**src/rtl/rca_nibble_sequencer.sv**
```systemverilog
// rca_nibble_sequencer: multi-precision adder reusing one 4-bit ripple-carry slice, LSB nibble first
module ripple_carry_adder (
  input  logic [3:0] a,
  input  logic [3:0] b,
  input  logic       c,
  output logic [3:0] sum,
  output logic [3:0] carry
);
  // each bit's carry-out is derived from its own prefix sum so the vector has no self-dependency
  for (genvar k = 0; k < 4; k++) begin : g_c
    logic [k+1:0] w_t;
    assign w_t      = {1'b0, a[k:0]} + {1'b0, b[k:0]} + (k+2)'(c);
    assign carry[k] = w_t[k+1];
  end
  assign sum = a ^ b ^ {carry[2:0], c};
endmodule

module rca_nibble_sequencer #(
  parameter int WIDTH = 16
) (
  input  logic             clk,
  input  logic             rst,
  input  logic             start,
  input  logic [WIDTH-1:0] a,
  input  logic [WIDTH-1:0] b,
  input  logic             cin,
  output logic             busy,
  output logic             done,
  output logic [WIDTH-1:0] sum,
  output logic             cout,
  output logic             ovf
);
  localparam int NNIB = WIDTH / 4;
  localparam int IW   = (NNIB > 1) ? $clog2(NNIB) : 1;
  localparam logic [1:0] S_IDLE = 2'd0;
  localparam logic [1:0] S_RUN  = 2'd1;
  localparam logic [1:0] S_DONE = 2'd2;
  logic [1:0]       r_state;
  logic [WIDTH-1:0] r_a, r_b, r_acc, w_acc_next;
  logic [IW-1:0]    r_idx;
  logic             r_carry, w_last;
  logic [3:0]       w_sum, w_carry;
  ripple_carry_adder u_slice (
    .a     (r_a[4*r_idx +: 4]),
    .b     (r_b[4*r_idx +: 4]),
    .c     (r_carry),
    .sum   (w_sum),
    .carry (w_carry)
  );
  assign busy   = (r_state == S_RUN);
  assign done   = (r_state == S_DONE);
  assign w_last = (r_idx == IW'(NNIB - 1));
  // accumulator with the current nibble merged in, so the final edge can publish the full result
  always_comb begin
    w_acc_next = r_acc;
    w_acc_next[4*r_idx +: 4] = w_sum;
  end
  // control FSM and datapath registers; start is only honoured outside RUN
  always_ff @(posedge clk) begin
    if (rst) begin
      r_state <= S_IDLE;
      r_a     <= '0;
      r_b     <= '0;
      r_acc   <= '0;
      r_idx   <= '0;
      r_carry <= 1'b0;
      sum     <= '0;
      cout    <= 1'b0;
      ovf     <= 1'b0;
    end else if (r_state != S_RUN) begin
      r_state <= start ? S_RUN : S_IDLE;
      if (start) begin
        r_a     <= a;
        r_b     <= b;
        r_carry <= cin;
        r_idx   <= '0;
      end
    end else begin
      r_acc   <= w_acc_next;
      r_carry <= w_carry[3];
      r_idx   <= r_idx + 1'b1;
      if (w_last) begin
        r_state <= S_DONE;
        sum     <= w_acc_next;
        cout    <= w_carry[3];
        ovf     <= w_carry[3] ^ w_carry[2];
      end
    end
  end
endmodule

```
**config.mk**
```make
export PLATFORM = sky130hd
export DESIGN_NAME = rca_nibble_sequencer
export DESIGN_NICKNAME = d
export VERILOG_FILES = /design/src/rtl/rca_nibble_sequencer.sv
export SDC_FILE = /design/constraint.sdc
export NUM_CORES = 1
export LEC_CHECK = 0
export BUFFER_PORTS_ARGS = -buffer_cell sky130_fd_sc_hd__buf_2
export CELL_PAD_IN_SITES_DETAIL_PLACEMENT = 0
export CELL_PAD_IN_SITES_GLOBAL_PLACEMENT = 1
export CORE_AREA = 2 2 79 100
export DETAILED_ROUTE_END_ITERATION = 8
export DIE_AREA = 0 0 81 102
export PLACE_DENSITY_LB_ADDON = 0.08
export SETUP_SLACK_MARGIN = 0.4
export SLEW_MARGIN = 10
export SYNTH_ARGS = -nofsm -noshare
export SYNTH_HDL_FRONTEND = slang
export SYNTH_SLANG_ARGS = --single-unit
```
**constraint.sdc**
```tcl
create_clock -name clk -period 5.1 [get_ports clk]
set_input_delay 1.02 -clock clk [delete_from_list [all_inputs] [get_ports clk]]
set_output_delay 1.02 -clock clk [all_outputs]
set_load 0.005 [all_outputs]
```
# Yosys cells after proc, flatten, opt, wreduce, memory -nomap -nowiden
# Index checks and enable logic that the tools add are counted.
# word_totals
wordCells,43
regBits,71
output_inout_bits,20
# classes
addsub,10
bitwise,4
shift,4
eq_ne,5
n_reduce_logical,3
mux,8
# op_table
cell,n
$neg 4->34,1
$shift 4x34->16 const A,1
$shiftx 4x34->16,1
$shiftx 16x5->4,2
$bwmux 16,1
$mux 2,4
$xor 4x4->4,2
$add 4x4->5,1
$add 5x1->5,1
$add 3x3->4,1
$add 4x1->4,1
$eq 2x2->1 const B,2
$reduce_and 2->1,2
$add 2x2->3,1
$add 3x1->3,1
$mux 1,3
$add 1x1->2,1
$add 2x1->2,1
$add 2x1->2 const B,1
$eq 2x1->1 const B,1
$ne 2x1->1 const B,1
$ne 2x2->1 const B,1
$reduce_bool 2->1,1
$not 1->1,1
$xor 1x1->1,1

# Logic depth before layout (Yosys ltp)
# depth
ltp_word,6
ltp_mapped,9
ltp_nobuf,7

# By module
# Synthesis repeated with hierarchy kept, for this count alone.
# hier_totals
cells_unflattened,321
hier_area_um2,3136.8
# modules_own_cells
module,seq_area_each_um2,instances,area_per_inst_um2,cells_each
rca_nibble_sequencer,1341.3,1,2997.9,303
ripple_carry_adder,0.0,1,138.9,18

# Worst setup path before layout
# No wires, ideal clock.
# synth_path
path_kind,register to register
from,register r_idx[0]
to,register sum[14]
n_path_buf,2
t_arrival_ns,2.287
period_less_slack_ns,2.371
t_required_ns,5.016
path_stages_with_launch,9
setup_slack_ns,2.729
setup_time_ns,0.084
path_cell_list,dfxtp_1 > buf_6 > mux4_2 > ha_1 > nor2b_1 > o21a_1 > or2_0 > buf_2 > o31ai_2
# synth_via
elab_chain_len,6
elab_cells_between_ends,16
# synth_lines
item,line_no,rtl
"start, declared",40,logic [IW-1:0] r_idx;
"start signal, assigned",81,r_idx <= r_idx + 1'b1;
"$shiftx 16x5->4, on equally long branches","44, 45",
"$add 3x3->4, or another cell as far along",12,"assign w_t = {1'b0, a[k:0]} + {1'b0, b[k:0]} + (k+2)'(c);"
"$add 4x1->4, or another cell as far along",12,
$xor 4x4->4,15,"assign sum = a ^ b ^ {carry[2:0], c};"
$shiftx 4x34->16,56,w_acc_next[4*r_idx +: 4] = w_sum;
$bwmux 16,56,
"end signal, assigned",84,sum <= w_acc_next;
"end, declared",29,"output logic [WIDTH-1:0] sum,"
# Parallel ways exist; a longest one is shown, timed or not.
# A chain may end at the register's enable or synchronous reset.

# Worst setup path after layout
# layout_path
from,register r_idx[0]
to,register cout
# layout_via
elab_chain_len,3
elab_cells_between_ends,6
# layout_lines
item,line_no,rtl
"$shiftx 16x5->4, on equally long branches","44, 45",
$add 4x4->5,12,
$add 5x1->5,12,
"end signal, assigned",85,cout <= w_carry[3];
"end, declared",30,"output logic cout,"
# Parallel ways exist; a longest one is shown, timed or not.

==> qor.yml <==
clockRootBuffer: "clkbuf_8"
synth_top_cell_area_share_pct: 45.0
timing.hold.ws_ps: 451
worst-setup-path-type: "reg -> reg"
power.static_leakage_nw: 1.44
tritoncts: "yes"
endpoint_kind: "flip-flop"
post_cts_resized: 0
switching_share_pct: 25.1
ant_nets: 0
synth.distinct_cells: 45
detail_route.wl_per_cell_um: 15.3
portBuffers: 55
synthCells: 356
die-area_um2: 8260
synth_area_leader_cell: "dfxtp_1"
r2r_slack_ps: 2120
fin_skew_ps: 9.95
min_period_over_period_pct: 58.4
final_area_um2: 3640
drv_cap: 0
fin_crit_ps: 2980
synthFlopType: "dfxtp_1"
gp_congestion: 0.776
clock_path_buffers: 2
grt_pass1_wl_um: 12400
routed_via_density: 5.31
synthesis.area_um2: 3160
clkTransAtPathRegs_ps: 80
syn_to_final_growth_pct: 15.2
wirelength_um: 7570
dieWidth_um: 81
grt_max_degree: 55
grt.total_usage_pct: 20.0
drive_above_1_share_pct: 21.6
status: "finished clean"
clkLatencyLatePin_ps: 350
synthArstFlopShare_pct: 0
grt-ovfl-total: 0
critPathRequiredTime_ps: 5310
arrival_ps: 3190
fin_tns_setup_ps: 0
worstPathMaxFanout: 15
synth_nets: 402
postPlaceCellArea_um2: 3410
dieHeight_um: 102
num_io_pins: 56
clock-sinks: 71
power.internal_w: 0.000924
dp_cells: 479
holdBufCountCts: 0
drtIter0Drc: 159
drcViolationCount: 0
core_area_um2: 7270
initial_utilization_pct: 43.5
antennaDiodeCount: 0
p_seq_share_pct: 47.7
instances_no_fill: 495
grt_antenna_before_repair: 0
max_freq_mhz: 336
synth_edf_count: 0
cts_buffers: 9
crit_path_start_kind: "flip-flop"
avgSynthCellArea_um2: 8.88
grt_pass1_vias: 2486
dp_hpwl_um: 5120
p_per_area_nw_per_um2: 339
hold_viol_final: 0
p_clk_share_pct: 41.9
slew_headroom_pct: 29.2
maxSlewViolCount: 0
ys_ff_latch: 71
netlist_top_cells_area: "dfxtp_1 (45%), nand2_1 (10%), a21oi_1 (5.7%)"
firstDrtPassIters: 4
rows: 35
vias: 2630
hold_path_class: "reg -> reg"
combinationalPowerShare_pct: 10.5
synth_most_common_cell: "nand2_1"
irDropWorstVdd_uv: 154
htree_levels: 3
tightest_slew_ps: 1060
post_cts_buffers: 0
p_sw_w: 0.000310
setup_viol: 0
ys_warn_count: 0
synth-seq-area-share_pct: 45.0
rsz0062_at_grt: "no"
synth_top_cells_by_count: "nand2_1 (88), dfxtp_1 (71), a21oi_1 (36)"
nets: 444
final_util_pct: 50.1
worst max-delay path: stages (launching register included):
cell	delay, ps
dfxtp_1	820
mux4_2	600
ha_1	330
nor2b_1	170
o31ai_2	650
nor2b_1	200
o21ai_0	80
flip-flops by register name (all words and copies together) (netlist names):
signal,cells
r_b,16
sum,16
r_idx,2
cout,1
r_acc,16
r_carry,1
r_state,2
ovf,1
r_a,16
cell type report:
| cell class | instances | area (µm²) |
|---|---|---|
| Sequential cell | 71 | 1420 |
| Fill cell | 782 | 3630 |
| Clock buffer | 11 | 151 |
| Tap cell | 92 | 115 |
| Timing Repair Buffer | 56 | 283 |
| Inverter | 12 | 46.3 |
| Multi-Input combinational cell | 248 | 1540 |
| Clock inverter | 5 | 80.1 |
power groups by stage:
stage | clock [W] | combinational, W | sequential [W]
4_1_cts | 0.000525 | 0.000132 | 0.000589
6_report | 0.000517 | 0.000129 | 0.000588
5_1_grt | 0.000557 | 0.000146 | 0.000591
3_5_place_dp | 0 | 0.000131 | 0.000601
2_1_floorplan | 0 | 0.0000986 | 0.000594
3_3_place_gp | 0 | 0.000130 | 0.000601
final timing paths:
path                              start                   end  cells after the start
setup / recovery  r_idx[0]$_SDFFE_PP0P_     cout$_SDFFE_PP0P_                      6
hold / removal     sum[12]$_SDFFE_PP0P_  sum[12]$_SDFFE_PP0P_                      2
setup reg to reg  r_idx[0]$_SDFFE_PP0P_     cout$_SDFFE_PP0P_                      6
hold reg to reg    sum[12]$_SDFFE_PP0P_  sum[12]$_SDFFE_PP0P_                      2
stage by stage:
stage / setup slack [ps] / total power [W]
final: 2120 / 0.00123
after global routing: 1820 / 0.00129
after CTS: 2090 / 0.00125
after detailed placement: 2060 / 0.000732
after global placement: 2060 / 0.000731
after floorplan: 2730 / 0.000692
per-layer routing:
layer  share of wire, %  GRT usage [%]  up-vias
met4                2.8           10.4        0
met3                3.2           3.36       14
met2                 51           34.3       56
li1                   -              -     1327
met1                 43           23.9     1233
met5                  0              0        -
logic make-up after synthesis:
| group | Yosys count | share of synthesized area, % |
|---|---|---|
| AND/OR/NAND/NOR | 138 | 20.0 |
| AO/OA/AOI/OAI | 90 | 18.1 |
| adder cells (fa/ha/maj) | 10 | 4.20 |
| buffers and inverters | 37 | 6.22 |
| multiplexers | 9 | 6.25 |
| XOR/XNOR | 1 | 0.277 |
| flip-flops | 71 | 45.0 |
cells in the final DEF, fill, tap and decap left out, types with 5 or more instances in the layout:
cell	instances
clkbuf_8	11
buf_2	55
ha_1	9
inv_1	10
nand3b_1	5
a21oi_1	36
mux4_2	6
nand3_1	9
o21ai_0	12
nand2_1	88
nor2b_1	6
o21ai_1	6
nor2_1	13
a22o_1	6
dfxtp_1	71
a32oi_1	13
No activity file was read; power rests on OpenSTA's default activity.
